<file path="src/rtl/apb_master_bridge_if.sv">
// rtl/apb_master_bridge_if.sv - request-side and APB-side signal bundle for apb_master_bridge
//
// Signals:
//   req_i/addr_i/we_i/wdata_i   core request (requester -> bridge)
//   gnt_o                       request accepted this cycle
//   rvalid_o/rdata_o/err_o      completion pulse with read data and error flag
//   PADDR/PWDATA/PWRITE         APB address phase (bridge -> slave)
//   PSEL/PENABLE                APB phase control
//   PRDATA/PREADY/PSLVERR       APB slave response
// Modports: master = bridge view, slave = environment (requester + APB slave) view.
interface apb_master_bridge_if #(
    parameter int APB_ADDR_WIDTH = 12
);
    logic                      req_i;
    logic [APB_ADDR_WIDTH-1:0] addr_i;
    logic                      we_i;
    logic [31:0]               wdata_i;
    logic                      gnt_o;
    logic                      rvalid_o;
    logic [31:0]               rdata_o;
    logic                      err_o;
    logic [APB_ADDR_WIDTH-1:0] PADDR;
    logic [31:0]               PWDATA;
    logic                      PWRITE;
    logic                      PSEL;
    logic                      PENABLE;
    logic [31:0]               PRDATA;
    logic                      PREADY;
    logic                      PSLVERR;

    modport master (
        input  req_i, addr_i, we_i, wdata_i, PRDATA, PREADY, PSLVERR,
        output gnt_o, rvalid_o, rdata_o, err_o, PADDR, PWDATA, PWRITE, PSEL, PENABLE
    );

    modport slave (
        output req_i, addr_i, we_i, wdata_i, PRDATA, PREADY, PSLVERR,
        input  gnt_o, rvalid_o, rdata_o, err_o, PADDR, PWDATA, PWRITE, PSEL, PENABLE
    );
endinterface

</file>
<file path="src/rtl/apb_master_bridge.sv">
// rtl/apb_master_bridge.sv - single-outstanding req/gnt/rvalid to APB initiator
//
// Ports:
//   HCLK     clock
//   HRESETn  asynchronous active-low reset
//   bus      apb_master_bridge_if.master (request side + APB side)
// Parameters:
//   APB_ADDR_WIDTH  address width of addr_i / PADDR
//   TIMEOUT_CYCLES  wait-state limit before abort (only with APB_MASTER_TIMEOUT_EN)
// Optional feature macro: APB_MASTER_TIMEOUT_EN (ACCESS wait-state timeout with error completion).
module apb_master_bridge #(
    parameter int APB_ADDR_WIDTH = 12,
    parameter int TIMEOUT_CYCLES = 255
) (
    input  logic                HCLK,
    input  logic                HRESETn,
    apb_master_bridge_if.master bus
);
    // Encoding chosen so PSEL = state[0] and PENABLE = state[1] come straight
    // from flops: glitch-free and cleared asynchronously by HRESETn.
    localparam logic [1:0] ST_IDLE   = 2'b00;
    localparam logic [1:0] ST_SETUP  = 2'b01;
    localparam logic [1:0] ST_ACCESS = 2'b11;

    logic [1:0]                state;
    logic [1:0]                state_nxt;
    logic [APB_ADDR_WIDTH-1:0] paddr_q;
    logic [31:0]               pwdata_q;
    logic                      pwrite_q;
    logic                      rvalid_q;
    logic                      err_q;
    logic [31:0]               rdata_q;
    logic                      complete;
    logic                      grant;
    logic                      abort;

    assign complete = (state == ST_ACCESS) && bus.PREADY;
    assign grant    = bus.req_i && ((state == ST_IDLE) || complete);

`ifdef APB_MASTER_TIMEOUT_EN
    localparam int TW = $clog2(TIMEOUT_CYCLES + 1);
    logic [TW-1:0] wait_cnt;

    // Every ACCESS is preceded by SETUP, so clearing there resets the count on ACCESS entry.
    always_ff @(posedge HCLK or negedge HRESETn) begin
        if (!HRESETn) begin
            wait_cnt <= '0;
        end else if (state == ST_SETUP) begin
            wait_cnt <= '0;
        end else if ((state == ST_ACCESS) && !bus.PREADY) begin
            wait_cnt <= wait_cnt + TW'(1);
        end
    end

    // Fires on the TIMEOUT_CYCLES-th consecutive wait cycle.
    assign abort = (state == ST_ACCESS) && !bus.PREADY &&
                   (wait_cnt == TW'(TIMEOUT_CYCLES - 1));
`else
    assign abort = 1'b0;
`endif

    always_comb begin
        state_nxt = state;
        case (state)
            ST_IDLE: begin
                if (bus.req_i) state_nxt = ST_SETUP;
            end
            ST_SETUP: begin
                state_nxt = ST_ACCESS;
            end
            ST_ACCESS: begin
                if (complete) begin
                    state_nxt = bus.req_i ? ST_SETUP : ST_IDLE;
                end else if (abort) begin
                    state_nxt = ST_IDLE;
                end
            end
            default: begin
                state_nxt = ST_IDLE;
            end
        endcase
    end

    always_ff @(posedge HCLK or negedge HRESETn) begin
        if (!HRESETn) begin
            state    <= ST_IDLE;
            paddr_q  <= '0;
            pwdata_q <= '0;
            pwrite_q <= 1'b0;
        end else begin
            state <= state_nxt;
            if (grant) begin
                paddr_q  <= bus.addr_i;
                pwdata_q <= bus.wdata_i;
                pwrite_q <= bus.we_i;
            end
        end
    end

    // pwrite_q still describes the completing transfer here: a back-to-back
    // grant on the same edge only updates it after this edge.
    always_ff @(posedge HCLK or negedge HRESETn) begin
        if (!HRESETn) begin
            rvalid_q <= 1'b0;
            err_q    <= 1'b0;
            rdata_q  <= '0;
        end else begin
            rvalid_q <= complete || abort;
            if (complete) begin
                err_q   <= bus.PSLVERR;
                rdata_q <= pwrite_q ? 32'h0 : bus.PRDATA;
            end else if (abort) begin
                err_q   <= 1'b1;
                rdata_q <= 32'h0;
            end
        end
    end

    assign bus.gnt_o    = grant;
    assign bus.rvalid_o = rvalid_q;
    assign bus.rdata_o  = rdata_q;
    assign bus.err_o    = err_q;
    assign bus.PADDR    = paddr_q;
    assign bus.PWDATA   = pwdata_q;
    assign bus.PWRITE   = pwrite_q;
    assign bus.PSEL     = state[0];
    assign bus.PENABLE  = state[1];
endmodule

</file>
<file path="src/flat_wrapper.sv">
// flat-port wrapper written by rule: the top's interface ports become plain ports
module apb_master_bridge_flat 
#(
    parameter int APB_ADDR_WIDTH = 12,
    parameter int TIMEOUT_CYCLES = 255
)
  (HCLK, HRESETn, bus_req_i, bus_addr_i, bus_we_i, bus_wdata_i, bus_PRDATA, bus_PREADY, bus_PSLVERR, bus_gnt_o, bus_rvalid_o, bus_rdata_o, bus_err_o, bus_PADDR, bus_PWDATA, bus_PWRITE, bus_PSEL, bus_PENABLE);
  apb_master_bridge_if #(.APB_ADDR_WIDTH(APB_ADDR_WIDTH)) bus_i ();
  input  logic HCLK;
  input  logic HRESETn;
  input wire logic [$bits(bus_i.req_i)-1:0] bus_req_i;
  input wire logic [$bits(bus_i.addr_i)-1:0] bus_addr_i;
  input wire logic [$bits(bus_i.we_i)-1:0] bus_we_i;
  input wire logic [$bits(bus_i.wdata_i)-1:0] bus_wdata_i;
  input wire logic [$bits(bus_i.PRDATA)-1:0] bus_PRDATA;
  input wire logic [$bits(bus_i.PREADY)-1:0] bus_PREADY;
  input wire logic [$bits(bus_i.PSLVERR)-1:0] bus_PSLVERR;
  output wire logic [$bits(bus_i.gnt_o)-1:0] bus_gnt_o;
  output wire logic [$bits(bus_i.rvalid_o)-1:0] bus_rvalid_o;
  output wire logic [$bits(bus_i.rdata_o)-1:0] bus_rdata_o;
  output wire logic [$bits(bus_i.err_o)-1:0] bus_err_o;
  output wire logic [$bits(bus_i.PADDR)-1:0] bus_PADDR;
  output wire logic [$bits(bus_i.PWDATA)-1:0] bus_PWDATA;
  output wire logic [$bits(bus_i.PWRITE)-1:0] bus_PWRITE;
  output wire logic [$bits(bus_i.PSEL)-1:0] bus_PSEL;
  output wire logic [$bits(bus_i.PENABLE)-1:0] bus_PENABLE;
  assign bus_i.req_i = bus_req_i;
  assign bus_i.addr_i = bus_addr_i;
  assign bus_i.we_i = bus_we_i;
  assign bus_i.wdata_i = bus_wdata_i;
  assign bus_i.PRDATA = bus_PRDATA;
  assign bus_i.PREADY = bus_PREADY;
  assign bus_i.PSLVERR = bus_PSLVERR;
  assign bus_gnt_o = bus_i.gnt_o;
  assign bus_rvalid_o = bus_i.rvalid_o;
  assign bus_rdata_o = bus_i.rdata_o;
  assign bus_err_o = bus_i.err_o;
  assign bus_PADDR = bus_i.PADDR;
  assign bus_PWDATA = bus_i.PWDATA;
  assign bus_PWRITE = bus_i.PWRITE;
  assign bus_PSEL = bus_i.PSEL;
  assign bus_PENABLE = bus_i.PENABLE;
  apb_master_bridge #(.APB_ADDR_WIDTH(APB_ADDR_WIDTH), .TIMEOUT_CYCLES(TIMEOUT_CYCLES)) u_core (.HCLK(HCLK), .HRESETn(HRESETn), .bus(bus_i));
endmodule
</file>
<file path="config.mk">
export PLATFORM = sky130hd
export DESIGN_NAME = apb_master_bridge_flat
export DESIGN_NICKNAME = d
export VERILOG_FILES = /design/src/rtl/apb_master_bridge_if.sv /design/src/rtl/apb_master_bridge.sv /design/src/flat_wrapper.sv
export SDC_FILE = /design/constraint.sdc
export NUM_CORES = 1
export LEC_CHECK = 0
export BUFFER_PORTS_ARGS = -buffer_cell sky130_fd_sc_hd__buf_2
export CORE_MARGIN = 1
export CORE_UTILIZATION = 44
export CTS_CLUSTER_DIAMETER = 200
export CTS_CLUSTER_SIZE = 25
export DETAILED_ROUTE_END_ITERATION = 7
export GPL_TIMING_DRIVEN = 0
export PLACE_DENSITY = 0.77
export SETUP_SLACK_MARGIN = 0.5
export SLEW_MARGIN = 20
export SYNTH_ARGS = -nofsm -noshare
export SYNTH_HDL_FRONTEND = slang
export SYNTH_SLANG_ARGS = --single-unit
export TNS_END_PERCENT = 10
</file>
<file path="constraint.sdc">
create_clock -name HCLK -period 1.4 [get_ports HCLK]
set_input_delay 0.28 -clock HCLK [delete_from_list [all_inputs] [get_ports HCLK]]
set_output_delay 0.28 -clock HCLK [all_outputs]
set_load 0.02 [all_outputs]
</file>
---- Yosys cells after proc, flatten, opt, wreduce, memory -nomap -nowiden ----
Cells that the tools add are included.
storage, ports and cells
  output and inout port bits .............. 82
  input port bits ......................... 82
  flip-flop bits (word level) ............. 81
  word-level logic and storage cells ...... 21
cells by class
  multiplexer cells ....................... 5
  reductions and logical operators ........ 5
  equal/unequal tests ..................... 4
operator list
  cell                  number
  $mux W32              1
  $pmux W2 S3           1
  $mux W2               2
  $eq A2 B1 Y1 const B  1
  $eq A2 B2 Y1 const B  1
  $logic_and A1 B1 Y1   2
  $logic_not A2 Y1      1
  $ne A2 B1 Y1 const B  1
  $ne A2 B2 Y1 const B  1
  $reduce_and A2 Y1     1
  $logic_or A1 B1 Y1    1
  $mux W1               1

---- Depth between registers and ports, before layout ----
Gate-level depths: netlist of the first run.
  word-level depth ........................ 4
  gate-level depth with buffers ........... 5
  mapped depth without buffers ............ 3

---- Worst setup path after synthesis of the first run ----
Ideal clock, no wire load.
  path type ............................... register -> output
  start point ............................. register u_core.state[1]
  end point ............................... output port bus_gnt_o
  arrival ................................. 1.412 ns
  slack ................................... -0.292 ns
  stages on the path, launching flop included .. 5
  path buffers ............................ 2
  required time ........................... 1.120 ns
  path through ............................ dfrtp_1 > or2_1 > buf_4 > buf_2 > a21oi_1
between the ends
  longest elaborated chain between the ends .. 4
RTL lines
  what                     line                     text
  start, declared          apb_master_bridge.sv:25  logic [1:0] state;
  start signal, assigned   apb_master_bridge.sv:91  state <= state_nxt;
  $eq A2 B2 Y1             apb_master_bridge.sv:37  assign complete = (state == ST_ACCESS) && bus.PREADY;
  $logic_and A1 B1 Y1      apb_master_bridge.sv:37
  $logic_or A1 B1 Y1 (*)   apb_master_bridge.sv:38  assign grant = bus.req_i && ((state == ST_IDLE) || complete);
  $logic_and A1 B1 Y1 (*)  apb_master_bridge.sv:38
  end, declared            flat_wrapper.sv:18       output wire logic [$bits(bus_i.gnt_o)-1:0] bus_gnt_o;
Every way passes the cells marked *; elsewhere a longest branch is shown, timed or not.

---- Worst setup path after layout of the first run ----
  start point ............................. register u_core.state[0]
  end point ............................... output port bus_gnt_o
Same word-level chain as after synthesis.

==> tab_implementation.tex, run 1 <==
\begin{tabular}{lr}
\hline
Metric & Value \\
\hline
\multicolumn{2}{l}{\textbf{Setup path}} \\
Crit. End Element & primary output \\
Required @ worst endpoint & 1120 ps \\
Maximum net fanout on the critical path & 3 \\
Worst Setup SP & u\_core.state[0]\$\_DFFE\_PN0P\_ \\
Arrival time of data at the critical path endpoint & 1480 ps \\
Crit path launch type & flop \\
Worst R2R Start & u\_core.state[0]\$\_DFFE\_PN0P\_ \\
Slack of the worst reg-to-reg path & -350 ps \\
FF-to-FF path depth & 7 \\
Type of the worst setup path & reg2out \\
RR Endpoint & u\_core.bus.PWDATA[26]\$\_DFFE\_PN0P\_ \\
Endpoint of the worst setup timing path & bus\_gnt\_o \\
\multicolumn{2}{l}{\textbf{Die}} \\
Total die area & 9480 um\^{}2 \\
Standard-cell rows & 34 \\
Starting density of the core & 0.456 \\
Vertical die dimension & 97.3 um \\
Core footprint & 8760 um\^{}2 \\
Top Ports & 164 \\
Width of the die & 97.3 um \\
\multicolumn{2}{l}{\textbf{CTS}} \\
Clock transition at the registers of the reported paths & 80 ps \\
H-tree depth & 3 \\
Root buffer selected by CTS & sky130\_fd\_sc\_hd\_\_clkbuf\_8 \\
CTS Sinks & 81 \\
Clock network latency to the later pin of the worst-skew pair & 340 ps \\
TritonCTS clock tree & done \\
Worst-case clock buffer depth & 2 \\
Total clock buffers created by CTS & 9 \\
\multicolumn{2}{l}{\textbf{Run status}} \\
Run status & complete, but fails checks \\
Violated checks & hold timing, setup timing \\
\multicolumn{2}{l}{\textbf{Layout}} \\
Final net count & 679 \\
Growth of design area from synthesis to finish & 57.4\% \\
Fillcell total & 638 \\
Ant. Diodes & 0 \\
Fraction of final layout cells with drive strength greater than 1 & 0.444 \\
Core occupancy in the finished layout & 0.718 \\
\multicolumn{2}{l}{\textbf{Timing}} \\
Number of hold-slack violations in the final timing report & 32 \\
Worst setup margin & -364 ps \\
Final-report max-slew violation count & 0 \\
Slew at the pin closest to its max-slew limit & 626 ps \\
Clock Skew & 5.41 ps \\
Final-layout worst hold slack & -110 ps \\
Fmax & 567 MHz \\
Final Cycle Share & 1.26 \\
Time the worst path needs with I/O delays and setup & 1760 ps \\
Worst slew slack as a fraction of its limit & 0.583 \\
Setup repair after global routing missed its margin & yes \\
Final setup viols & 47 \\
\multicolumn{2}{l}{\textbf{Logic synthesis}} \\
Synth warn & 0 \\
Cell count after synthesis & 415 \\
Top post-synthesis cells by count & sky130\_fd\_sc\_hd\_\_dfrtp\_1, sky130\_fd\_sc\_hd\_\_a211oi\_1, sky130\_fd\_sc\_hd\_\_nor2\_1, sky130\_fd\_sc\_hd\_\_o22ai\_1, sky130\_fd\_sc\_hd\_\_o32ai\_1 \\
Cell with the most instances after synthesis & sky130\_fd\_sc\_hd\_\_dfrtp\_1 \\
Dominant cell type by area after synthesis & sky130\_fd\_sc\_hd\_\_dfrtp\_1 \\
Netlist cell types & 21 \\
Commonest register cell after synthesis & sky130\_fd\_sc\_hd\_\_dfrtp\_1 \\
Synth Register Bits & 81 \\
Netlist Area Pre-Place & 4000 um\^{}2 \\
Synthesized area per cell & 9.64 um\^{}2 \\
Share of flip-flops with an asynchronous set or reset & 1.00 \\
Leading cell types by total area after synthesis & sky130\_fd\_sc\_hd\_\_dfrtp\_1, sky130\_fd\_sc\_hd\_\_o32ai\_1, sky130\_fd\_sc\_hd\_\_a211oi\_1 \\
Number of enable flip-flop cells after synthesis & 0 \\
Top-area cell type share of the netlist area & 0.507 \\
Synth Net Count & 497 \\
Part of the Yosys area used for sequential elements & 0.507 \\
\multicolumn{2}{l}{\textbf{Global routing}} \\
Maximum number of pins on one net before global-route repair & 50 \\
Global-route wire length before repair & 20900 um \\
Global-route total usage across every layer & 0.268 \\
Vias in the first global route & 4131 \\
Number of antenna violations at the first check in global routing & 0 \\
Global route total overflow & 0 \\
\multicolumn{2}{l}{\textbf{Routing}} \\
Number of vias after detailed routing & 4199 \\
Via density & 5.91 \\
DRC violations left & 0 \\
Number of DRC markers after the initial detailed-route iteration & 171 \\
Number of nets with antenna violations after detailed routing & 0 \\
Detailed-router iteration count before antenna repair & 4 \\
Wirelength, routed & 13100 um \\
Detailed-route wire length per cell & 18.5 um \\
\multicolumn{2}{l}{\textbf{Placement}} \\
Input/output buffers & 163 \\
Routability-driven placement congestion ratio & 0.757 \\
Pre-CTS worst setup slack & -292 ps \\
Post-detailed-placement half-perimeter wirelength & 8310 um \\
\multicolumn{2}{l}{\textbf{Power and ir drop}} \\
Worst ir drop on vdd & 1.26 mV \\
Power consumption & 15.1 mW \\
Pwr Density & 2410 nW/um\^{}2 \\
Static leakage & 2.72 nW \\
\multicolumn{2}{l}{\textbf{Flow run}} \\
Number of max-capacitance violations reported & 0 \\
\multicolumn{2}{l}{\textbf{Worst hold path}} \\
Tightest Hold Check Type & in2async \\
\hline
\end{tabular}
## flip-flops by register name, summed over array words and instances, names as in the netlist
register             flops
u_core.bus.rvalid_o      1
u_core.bus.PADDR        12
u_core.bus.err_o         1
u_core.state             2
u_core.bus.PWRITE        1
u_core.bus.rdata_o      32
u_core.bus.PWDATA       32
## cells in the final DEF (no fill, tap or decap), types with 2 or more instances in the layout
cell type and count:
sky130_fd_sc_hd__buf_4 14, sky130_fd_sc_hd__and2_1 2, sky130_fd_sc_hd__buf_8 2, sky130_fd_sc_hd__o32ai_4 6
sky130_fd_sc_hd__o21ai_0 32, sky130_fd_sc_hd__a211oi_1 36, sky130_fd_sc_hd__clkbuf_4 4, sky130_fd_sc_hd__o32ai_2 27
sky130_fd_sc_hd__a211oi_2 8, sky130_fd_sc_hd__a21oi_1 3, sky130_fd_sc_hd__buf_6 90, sky130_fd_sc_hd__clkbuf_8 13
sky130_fd_sc_hd__o22ai_1 44, sky130_fd_sc_hd__inv_1 3, sky130_fd_sc_hd__buf_2 86, sky130_fd_sc_hd__o32ai_1 11
sky130_fd_sc_hd__nand2_1 33, sky130_fd_sc_hd__nand2b_1 34, sky130_fd_sc_hd__nand3_2 2, sky130_fd_sc_hd__buf_12 4
sky130_fd_sc_hd__nor2_1 44, sky130_fd_sc_hd__dfrtp_2 3, sky130_fd_sc_hd__dfrtp_1 78, sky130_fd_sc_hd__clkbuf_1 13
## layout make-up
class	instances	area, um^2	area share
plain buffers	44	364	0.0578
clock inverters	2	35.0	0.00556
inverters	3	11.3	0.00179
multi-input cells	287	2110	0.335
repair buffers	171	1440	0.228
clock buffers	14	173	0.0274
well taps	108	135	0.0215
flip-flops and latches	81	2030	0.323
## per-layer routing
metal	GRT usage	routed length (um)
met1	0.362	5520
met2	0.441	6680
met3	0.0496	740
met4	0.0826	168
met5	0	0
## power by group
part	leakage, nW	switching, mW	internal, mW
combinational	1.60	4.31	4.42
clock	0.107	0.819	0.972
sequential	1.01	1.25	3.37
total	2.72	6.38	8.76
## cells by family after synthesis
kind of cell / share of synthesized area
AO/OA/AOI/OAI: 0.298
buffers and inverters: 0.0601
multiplexers: 0.00281
flip-flops: 0.507
AND/OR/NAND/NOR: 0.133
## worst min-delay path by stage
stage / from / to / slack, ps / depth (start not counted)
after CTS: HRESETn / u_core.bus.PWDATA[26]$_DFFE_PN0P_ / -110 / 1
final: HRESETn / u_core.bus.PWDATA[26]$_DFFE_PN0P_ / -110 / 1
after global placement: u_core.bus.rdata_o[5]$_DFFE_PN0P_ / u_core.bus.rdata_o[5]$_DFFE_PN0P_ / 460 / 2
after detailed placement: HRESETn / u_core.bus.PWDATA[26]$_DFFE_PN0P_ / 270 / 1
after global routing: HRESETn / u_core.bus.PWDATA[28]$_DFFE_PN0P_ / -90 / 1
after floorplan: HRESETn / u_core.bus.PADDR[0]$_DFFE_PN0P_ / -20 / 0
## critical path: stages (launching register included)
cell and delay, ps:
sky130_fd_sc_hd__dfrtp_2 430, sky130_fd_sc_hd__or2_1 240, sky130_fd_sc_hd__buf_6 120, sky130_fd_sc_hd__buf_8 110
sky130_fd_sc_hd__a21oi_4 110, sky130_fd_sc_hd__buf_6 130
## metrics by stage
step	TNS, ps	instance area (um^2)	cells
floorplan	-32.1	4050	415
global placement	-54780	5000	686
detailed placement	-6670	5030	687
CTS	-6690	5900	707
global route	-11300	6300	710
finish	-8680	6300	710
## what timing repair did
action,in CTS,in global routing
cloned,0,1
hold endpoints to repair,32,32
pin swaps,2,5
gates resized for setup,189,75
buffers inserted,4,2
endpoints found under the setup margin,163,163
No activity file was read; power rests on OpenSTA's default activity.
==> run 2: changes to the inputs <==
ABC_AREA = 1   (was unset)
CORE_UTILIZATION = 42   (was 44)
==> run 2 against run 1 <==
Effect of this change:
- the run still ends with hold timing, setup timing left
- synthesized cell count fell by 14%
- die area shrank 10%
- sequential cell count did not move
- first-iteration DRC count shrank 51%
- hold slack worse by 15 ps
- total power is 22% lower
- critical endpoint unchanged
- worst setup slack better by 230 ps
- synthesized area fell by 14%
- sequential power decreased by 8.9%
- clock-buffer cell count is 4 lower
==> tab_implementation.tex, run 2 <==
\begin{tabular}{lr}
\hline
Metric & Value \\
\hline
\multicolumn{2}{l}{\textbf{Run status}} \\
Violated checks & hold timing, setup timing \\
Run status & complete, but fails checks \\
\multicolumn{2}{l}{\textbf{Global routing}} \\
Global route total overflow & 0 \\
Global-route total usage across every layer & 0.236 \\
Number of antenna violations at the first check in global routing & 0 \\
Global-route wire length before repair & 15700 um \\
Vias in the first global route & 3231 \\
Maximum number of pins on one net before global-route repair & 52 \\
\multicolumn{2}{l}{\textbf{Die}} \\
Total die area & 8510 um\^{}2 \\
Standard-cell rows & 32 \\
Width of the die & 92.3 um \\
Top Ports & 164 \\
Vertical die dimension & 92.3 um \\
Core footprint & 7810 um\^{}2 \\
Starting density of the core & 0.438 \\
\multicolumn{2}{l}{\textbf{Power and ir drop}} \\
Static leakage & 2.90 nW \\
Pwr Density & 2240 nW/um\^{}2 \\
Worst ir drop on vdd & 1.15 mV \\
Power consumption & 11.8 mW \\
\multicolumn{2}{l}{\textbf{Timing}} \\
Final Cycle Share & 1.10 \\
Setup repair after global routing missed its margin & yes \\
Final setup viols & 1 \\
Worst slew slack as a fraction of its limit & 0.710 \\
Slew at the pin closest to its max-slew limit & 435 ps \\
Final-report max-slew violation count & 0 \\
Fmax & 651 MHz \\
Final-layout worst hold slack & -125 ps \\
Clock Skew & 7.31 ps \\
Time the worst path needs with I/O delays and setup & 1540 ps \\
Worst setup margin & -137 ps \\
Number of hold-slack violations in the final timing report & 30 \\
\multicolumn{2}{l}{\textbf{Setup path}} \\
Arrival time of data at the critical path endpoint & 1260 ps \\
Required @ worst endpoint & 1120 ps \\
Maximum net fanout on the critical path & 3 \\
Slack of the worst reg-to-reg path & 90 ps \\
Crit. End Element & primary output \\
Crit path launch type & flop \\
Type of the worst setup path & reg2out \\
\multicolumn{2}{l}{\textbf{CTS}} \\
TritonCTS clock tree & done \\
Root buffer selected by CTS & sky130\_fd\_sc\_hd\_\_clkbuf\_8 \\
Worst-case clock buffer depth & 2 \\
H-tree depth & 3 \\
CTS Sinks & 81 \\
Clock transition at the registers of the reported paths & 80 ps \\
Total clock buffers created by CTS & 9 \\
Clock network latency to the later pin of the worst-skew pair & 340 ps \\
\multicolumn{2}{l}{\textbf{Logic synthesis}} \\
Synthesized area per cell & 9.64 um\^{}2 \\
Dominant cell type by area after synthesis & sky130\_fd\_sc\_hd\_\_dfrtp\_1 \\
Synth warn & 0 \\
Netlist Area Pre-Place & 3420 um\^{}2 \\
Synth Register Bits & 81 \\
Netlist cell types & 17 \\
Cell with the most instances after synthesis & sky130\_fd\_sc\_hd\_\_nand2\_1 \\
Commonest register cell after synthesis & sky130\_fd\_sc\_hd\_\_dfrtp\_1 \\
Number of enable flip-flop cells after synthesis & 0 \\
Synth Net Count & 437 \\
Top-area cell type share of the netlist area & 0.592 \\
Leading cell types by total area after synthesis & sky130\_fd\_sc\_hd\_\_dfrtp\_1, sky130\_fd\_sc\_hd\_\_nand2\_1, sky130\_fd\_sc\_hd\_\_nand4\_1 \\
Top post-synthesis cells by count & sky130\_fd\_sc\_hd\_\_nand2\_1, sky130\_fd\_sc\_hd\_\_dfrtp\_1, sky130\_fd\_sc\_hd\_\_nand4\_1 \\
Share of flip-flops with an asynchronous set or reset & 1.00 \\
Part of the Yosys area used for sequential elements & 0.592 \\
Cell count after synthesis & 355 \\
\multicolumn{2}{l}{\textbf{Layout}} \\
Final instance count without filler cells & 650 \\
Leading cell types in the layout, fill and taps excluded & sky130\_fd\_sc\_hd\_\_nand2\_1, sky130\_fd\_sc\_hd\_\_buf\_6, sky130\_fd\_sc\_hd\_\_buf\_2, sky130\_fd\_sc\_hd\_\_dfrtp\_1, sky130\_fd\_sc\_hd\_\_nand4\_1 \\
Most common cell after layout, fill and taps aside & sky130\_fd\_sc\_hd\_\_nand2\_1 \\
Fillcell total & 620 \\
Fraction of final layout cells with drive strength greater than 1 & 0.432 \\
Ant. Diodes & 0 \\
Final net count & 625 \\
Growth of design area from synthesis to finish & 54.4\% \\
\multicolumn{2}{l}{\textbf{Routing}} \\
Detailed-router iteration count before antenna repair & 4 \\
Via density & 5.06 \\
Detailed-route wire length per cell & 14.7 um \\
Number of vias after detailed routing & 3289 \\
Wirelength, routed & 9550 um \\
DRC violations left & 0 \\
Number of DRC markers after the initial detailed-route iteration & 83 \\
Number of nets with antenna violations after detailed routing & 0 \\
\multicolumn{2}{l}{\textbf{Placement}} \\
Post-detailed-placement half-perimeter wirelength & 6270 um \\
Number of placed cells counting well taps & 621 \\
Routability-driven placement congestion ratio & 0.759 \\
Input/output buffers & 163 \\
\multicolumn{2}{l}{\textbf{Worst hold path}} \\
Tightest Hold Check Type & in2async \\
\multicolumn{2}{l}{\textbf{Flow run}} \\
Number of max-capacitance violations reported & 0 \\
\hline
\end{tabular}
[run 2: cell types whose count changed after synthesis, sizes merged, moves of 31 or more]
cell / previous run / this run
nand4: 0 / 45
o32ai: 44 / 0
a211oi: 44 / 0
nand2b: 34 / 0
nand3: 2 / 33
nand2: 33 / 162
nor2: 44 / 1
o22ai: 44 / 0
o21ai: 32 / 0
[run 2: layout make-up]
cell class | instances | area (um^2) | area share
well taps | 102 | 128 | 0.0242
clock buffers | 10 | 128 | 0.0242
inverters | 5 | 33.8 | 0.00639
plain buffers | 28 | 318 | 0.0601
repair buffers | 177 | 1480 | 0.280
multi-input cells | 241 | 1130 | 0.214
clock inverters | 6 | 35.0 | 0.00663
flip-flops and latches | 81 | 2030 | 0.384
[run 2: per-layer routing]
layer / vias up / track usage / share of wire
li1: 1554 / - / -
met1: 1582 / 0.284 / 0.41
met2: 145 / 0.415 / 0.52
met3: 8 / 0.0663 / 0.061
met4: 0 / 0.0599 / 0.0078
met5: - / 0 / 0
[run 2: cell families (layout without fill, tap and decap cells)]
logic type / Yosys count / in the layout / synth area share
buffers and inverters: 33 / 226 / 0.0863
flip-flops: 81 / 81 / 0.592
AND/OR/NAND/NOR: 241 / 241 / 0.321
[run 2: what timing repair did]
item | 4_1_cts | 5_1_grt
gates resized for setup | 183 | 10
endpoints found under the hold margin | 30 | 30
gates cloned | 3 | 1
endpoints found under the setup margin | 163 | 163
buffers inserted | 7 | 2
pin swaps | 6 | 8
[run 2: critical path, cell delays in order (launching register included)]
cell and delay [ps]:
sky130_fd_sc_hd__dfrtp_2 450, sky130_fd_sc_hd__inv_4 70, sky130_fd_sc_hd__nand2_4 60, sky130_fd_sc_hd__nand3_4 90, sky130_fd_sc_hd__buf_8 110, sky130_fd_sc_hd__inv_6 20, sky130_fd_sc_hd__buf_6 110
[run 2: worst paths after layout]
check,from,to,cells after the start
worst max-delay path,u_core.state[0]$_DFFE_PN0P_,bus_gnt_o,6
max in group asynchronous,HRESETn,u_core.bus.PADDR[9]$_DFFE_PN0P_,2
worst min register to register,u_core.bus.PADDR[4]$_DFFE_PN0P_,u_core.bus.PADDR[4]$_DFFE_PN0P_,2
worst min-delay path,HRESETn,u_core.bus.rdata_o[8]$_DFFE_PN0P_,1
worst max register to register,u_core.state[1]$_DFFE_PN0P_,u_core.bus.rdata_o[18]$_DFFE_PN0P_,7
min in group HCLK,bus_PRDATA[19],u_core.bus.rdata_o[19]$_DFFE_PN0P_,3
[run 2: where the power goes]
group          internal (mW)  switching [mW]
sequential              3.38           0.828
clock                  0.632           0.828
combinational           2.97            3.18
[run 2: through the flow]
step	setup TNS [ps]	instance area [um^2]	util	setup WS, ps
after global placement	-42070	4390	0.562	-657
after CTS	-164	5220	0.669	-164
final	-137	5280	0.677	-137
after global routing	-196	5280	0.677	-196
after floorplan	0	3440	-	122
after detailed placement	-12.9	4420	0.566	-12.9
==> run 3: changes to the inputs <==
PLACE_DENSITY = unset   (was 0.77)
PLACE_DENSITY_LB_ADDON = 0.3   (was unset)
==> run 3 against run 2 <==
Effect of this change:
- the flow still finishes with violations (hold timing, setup timing)
- register-to-register slack improved by 40 ps
- cell count unchanged
- critical endpoint unchanged
- hold slack improved by 29 ps
- utilization increased by 0.48 points
- via count decreased by 2.3%
- critical path type unchanged
- clock power increased by 20%
==> tab_implementation.tex, run 3 (same netlist as run 2, synthesis figures left out) <==
\begin{tabular}{lr}
\hline
Metric & Value \\
\hline
\multicolumn{2}{l}{\textbf{Run status}} \\
Run status & complete, but fails checks \\
Violated checks & hold timing, setup timing \\
\multicolumn{2}{l}{\textbf{Placement}} \\
Number of placed cells counting well taps & 621 \\
Routability-driven placement congestion ratio & 0.753 \\
Post-detailed-placement half-perimeter wirelength & 6050 um \\
Input/output buffers & 163 \\
Post-place instance area & 4410 um\^{}2 \\
\multicolumn{2}{l}{\textbf{Die}} \\
Width of the die & 92.3 um \\
Standard-cell rows & 32 \\
Core footprint & 7810 um\^{}2 \\
Total die area & 8510 um\^{}2 \\
Top Ports & 164 \\
Starting density of the core & 0.438 \\
Vertical die dimension & 92.3 um \\
\multicolumn{2}{l}{\textbf{Layout}} \\
Fraction of final layout cells with drive strength greater than 1 & 0.431 \\
Core occupancy in the finished layout & 0.682 \\
Fillcell total & 586 \\
Ant. Diodes & 0 \\
Post-route cell area & 5320 um\^{}2 \\
Most common cell after layout, fill and taps aside & sky130\_fd\_sc\_hd\_\_nand2\_1 \\
Growth of design area from synthesis to finish & 55.5\% \\
Leading cell types in the layout, fill and taps excluded & sky130\_fd\_sc\_hd\_\_nand2\_1, sky130\_fd\_sc\_hd\_\_buf\_6, sky130\_fd\_sc\_hd\_\_buf\_2, sky130\_fd\_sc\_hd\_\_dfrtp\_1, sky130\_fd\_sc\_hd\_\_nand4\_1 \\
Final net count & 625 \\
Final instance count without filler cells & 650 \\
\multicolumn{2}{l}{\textbf{Global routing}} \\
Global route total overflow & 0 \\
Vias in the first global route & 3313 \\
Global-route total usage across every layer & 0.225 \\
Number of antenna violations at the first check in global routing & 0 \\
Global-route wire length before repair & 15100 um \\
Maximum number of pins on one net before global-route repair & 44 \\
\multicolumn{2}{l}{\textbf{Routing}} \\
DRC violations left & 0 \\
Detailed-route wire length per cell & 14.1 um \\
Number of DRC markers after the initial detailed-route iteration & 125 \\
Via density & 4.94 \\
Detailed-router iteration count before antenna repair & 4 \\
Number of vias after detailed routing & 3213 \\
Wirelength, routed & 9160 um \\
Number of nets with antenna violations after detailed routing & 0 \\
\multicolumn{2}{l}{\textbf{CTS}} \\
TritonCTS clock tree & done \\
Clock transition at the registers of the reported paths & 80 ps \\
CTS Sinks & 81 \\
Clock network latency to the later pin of the worst-skew pair & 350 ps \\
Worst-case clock buffer depth & 2 \\
H-tree depth & 3 \\
Total clock buffers created by CTS & 9 \\
Root buffer selected by CTS & sky130\_fd\_sc\_hd\_\_clkbuf\_8 \\
\multicolumn{2}{l}{\textbf{Power and ir drop}} \\
Static leakage & 2.92 nW \\
Pwr Density & 2280 nW/um\^{}2 \\
Worst ir drop on vdd & 1.11 mV \\
\multicolumn{2}{l}{\textbf{Timing}} \\
Number of hold-slack violations in the final timing report & 38 \\
Fmax & 653 MHz \\
Final-layout worst hold slack & -96.3 ps \\
Final-report max-slew violation count & 0 \\
Worst setup margin & -131 ps \\
Worst slew slack as a fraction of its limit & 0.651 \\
Setup repair after global routing missed its margin & yes \\
Clock Skew & 17.9 ps \\
Time the worst path needs with I/O delays and setup & 1530 ps \\
Slew at the pin closest to its max-slew limit & 523 ps \\
Final Cycle Share & 1.09 \\
Final setup viols & 1 \\
\multicolumn{2}{l}{\textbf{Worst hold path}} \\
Tightest Hold Check Type & in2async \\
\multicolumn{2}{l}{\textbf{Flow run}} \\
Number of max-capacitance violations reported & 0 \\
\multicolumn{2}{l}{\textbf{Setup path}} \\
Type of the worst setup path & reg2out \\
Worst Setup SP & u\_core.state[1]\$\_DFFE\_PN0P\_ \\
Maximum net fanout on the critical path & 3 \\
Worst R2R Start & u\_core.state[0]\$\_DFFE\_PN0P\_ \\
Most prevalent standard cell on the critical path & sky130\_fd\_sc\_hd\_\_nand2\_4 \\
Crit path launch type & flop \\
Arrival time of data at the critical path endpoint & 1250 ps \\
Required @ worst endpoint & 1120 ps \\
Crit. End Element & primary output \\
Crit-path slowest cell & sky130\_fd\_sc\_hd\_\_dfrtp\_2 \\
Largest stage delay, worst path & 450 ps \\
Series of cell instances along the critical path & nand2\_4, nand2\_4, nand3\_4, buf\_8, inv\_6, buf\_6 \\
\hline
\end{tabular}
==> run 3: power breakdown <==
part	internal, mW	total (mW)	switching, mW
registers	3.38	4.21	0.823
clock network	0.923	1.75	0.831
logic	3.03	6.17	3.14
==> run 3: final cells by class <==
| cell class | count | area (um^2) | share of cell area |
|---|---|---|---|
| Sequential cell | 81 | 2030 | 0.381 |
| Multi-Input combinational cell | 241 | 1120 | 0.211 |
| Tap cell | 102 | 128 | 0.0240 |
| Clock inverter | 4 | 51.3 | 0.00964 |
| Clock buffer | 12 | 155 | 0.0292 |
| Timing Repair Buffer | 177 | 1460 | 0.274 |
| Inverter | 5 | 31.3 | 0.00588 |
| Buffer | 28 | 345 | 0.0649 |
==> run 3: worst max-delay path: cells and delay by family, from the launching register on <==
family        cells  cell delay [ps]
simple gates      3              210
flops             1              450
buf+inv           3              240
==> run 3: per-stage QoR <==
| stage | hold WS, ps | TNS, ps | setup WS [ps] | power (mW) |
|---|---|---|---|---|
| after floorplan | -15.6 | 0 | 122 | 6.93 |
| final | -96.3 | -131 | -131 | 12.1 |
| after CTS | -88.9 | -146 | -146 | 12.1 |
| after global routing | -62.2 | -178 | -178 | 12.8 |
| after global placement | 450 | -45550 | -708 | 8.49 |
| after detailed placement | 295 | -5.27 | -5.27 | 8.61 |
==> run 3: metal layers <==
| metal | vias to the layer above | GRT usage | wire (um) |
|---|---|---|---|
| met5 | - | 0 | 0 |
| met4 | 0 | 0.0729 | 85 |
| met3 | 12 | 0.0531 | 650 |
| met2 | 132 | 0.399 | 4630 |
| met1 | 1516 | 0.269 | 3790 |
| li1 | 1553 | - | - |
==> run 3: path summary, 6_finish.rpt <==
path                                                       to  slack (ps)  cells after the start
min in group HCLK          u_core.bus.rdata_o[14]$_DFFE_PN0P_         160                      3
max in group asynchronous         u_core.state[1]$_DFFE_PN0P_         870                      2
max                                                 bus_gnt_o        -130                      6
min reg2reg                 u_core.bus.PWDATA[29]$_DFFE_PN0P_         500                      2
max reg2reg                u_core.bus.rdata_o[30]$_DFFE_PN0P_         130                      7
min                        u_core.bus.rdata_o[23]$_DFFE_PN0P_        -100                      1
==> run 3: repair_timing <==
| action | 4_1_cts | 5_1_grt |
|---|---|---|
| endpoints found under the hold margin | 38 | 38 |
| endpoints found under the setup margin | 163 | 163 |
| cloned | 3 | 0 |
| buffers inserted | 10 | 0 |
| gates resized for setup | 188 | 11 |
| pin swaps | 27 | 31 |
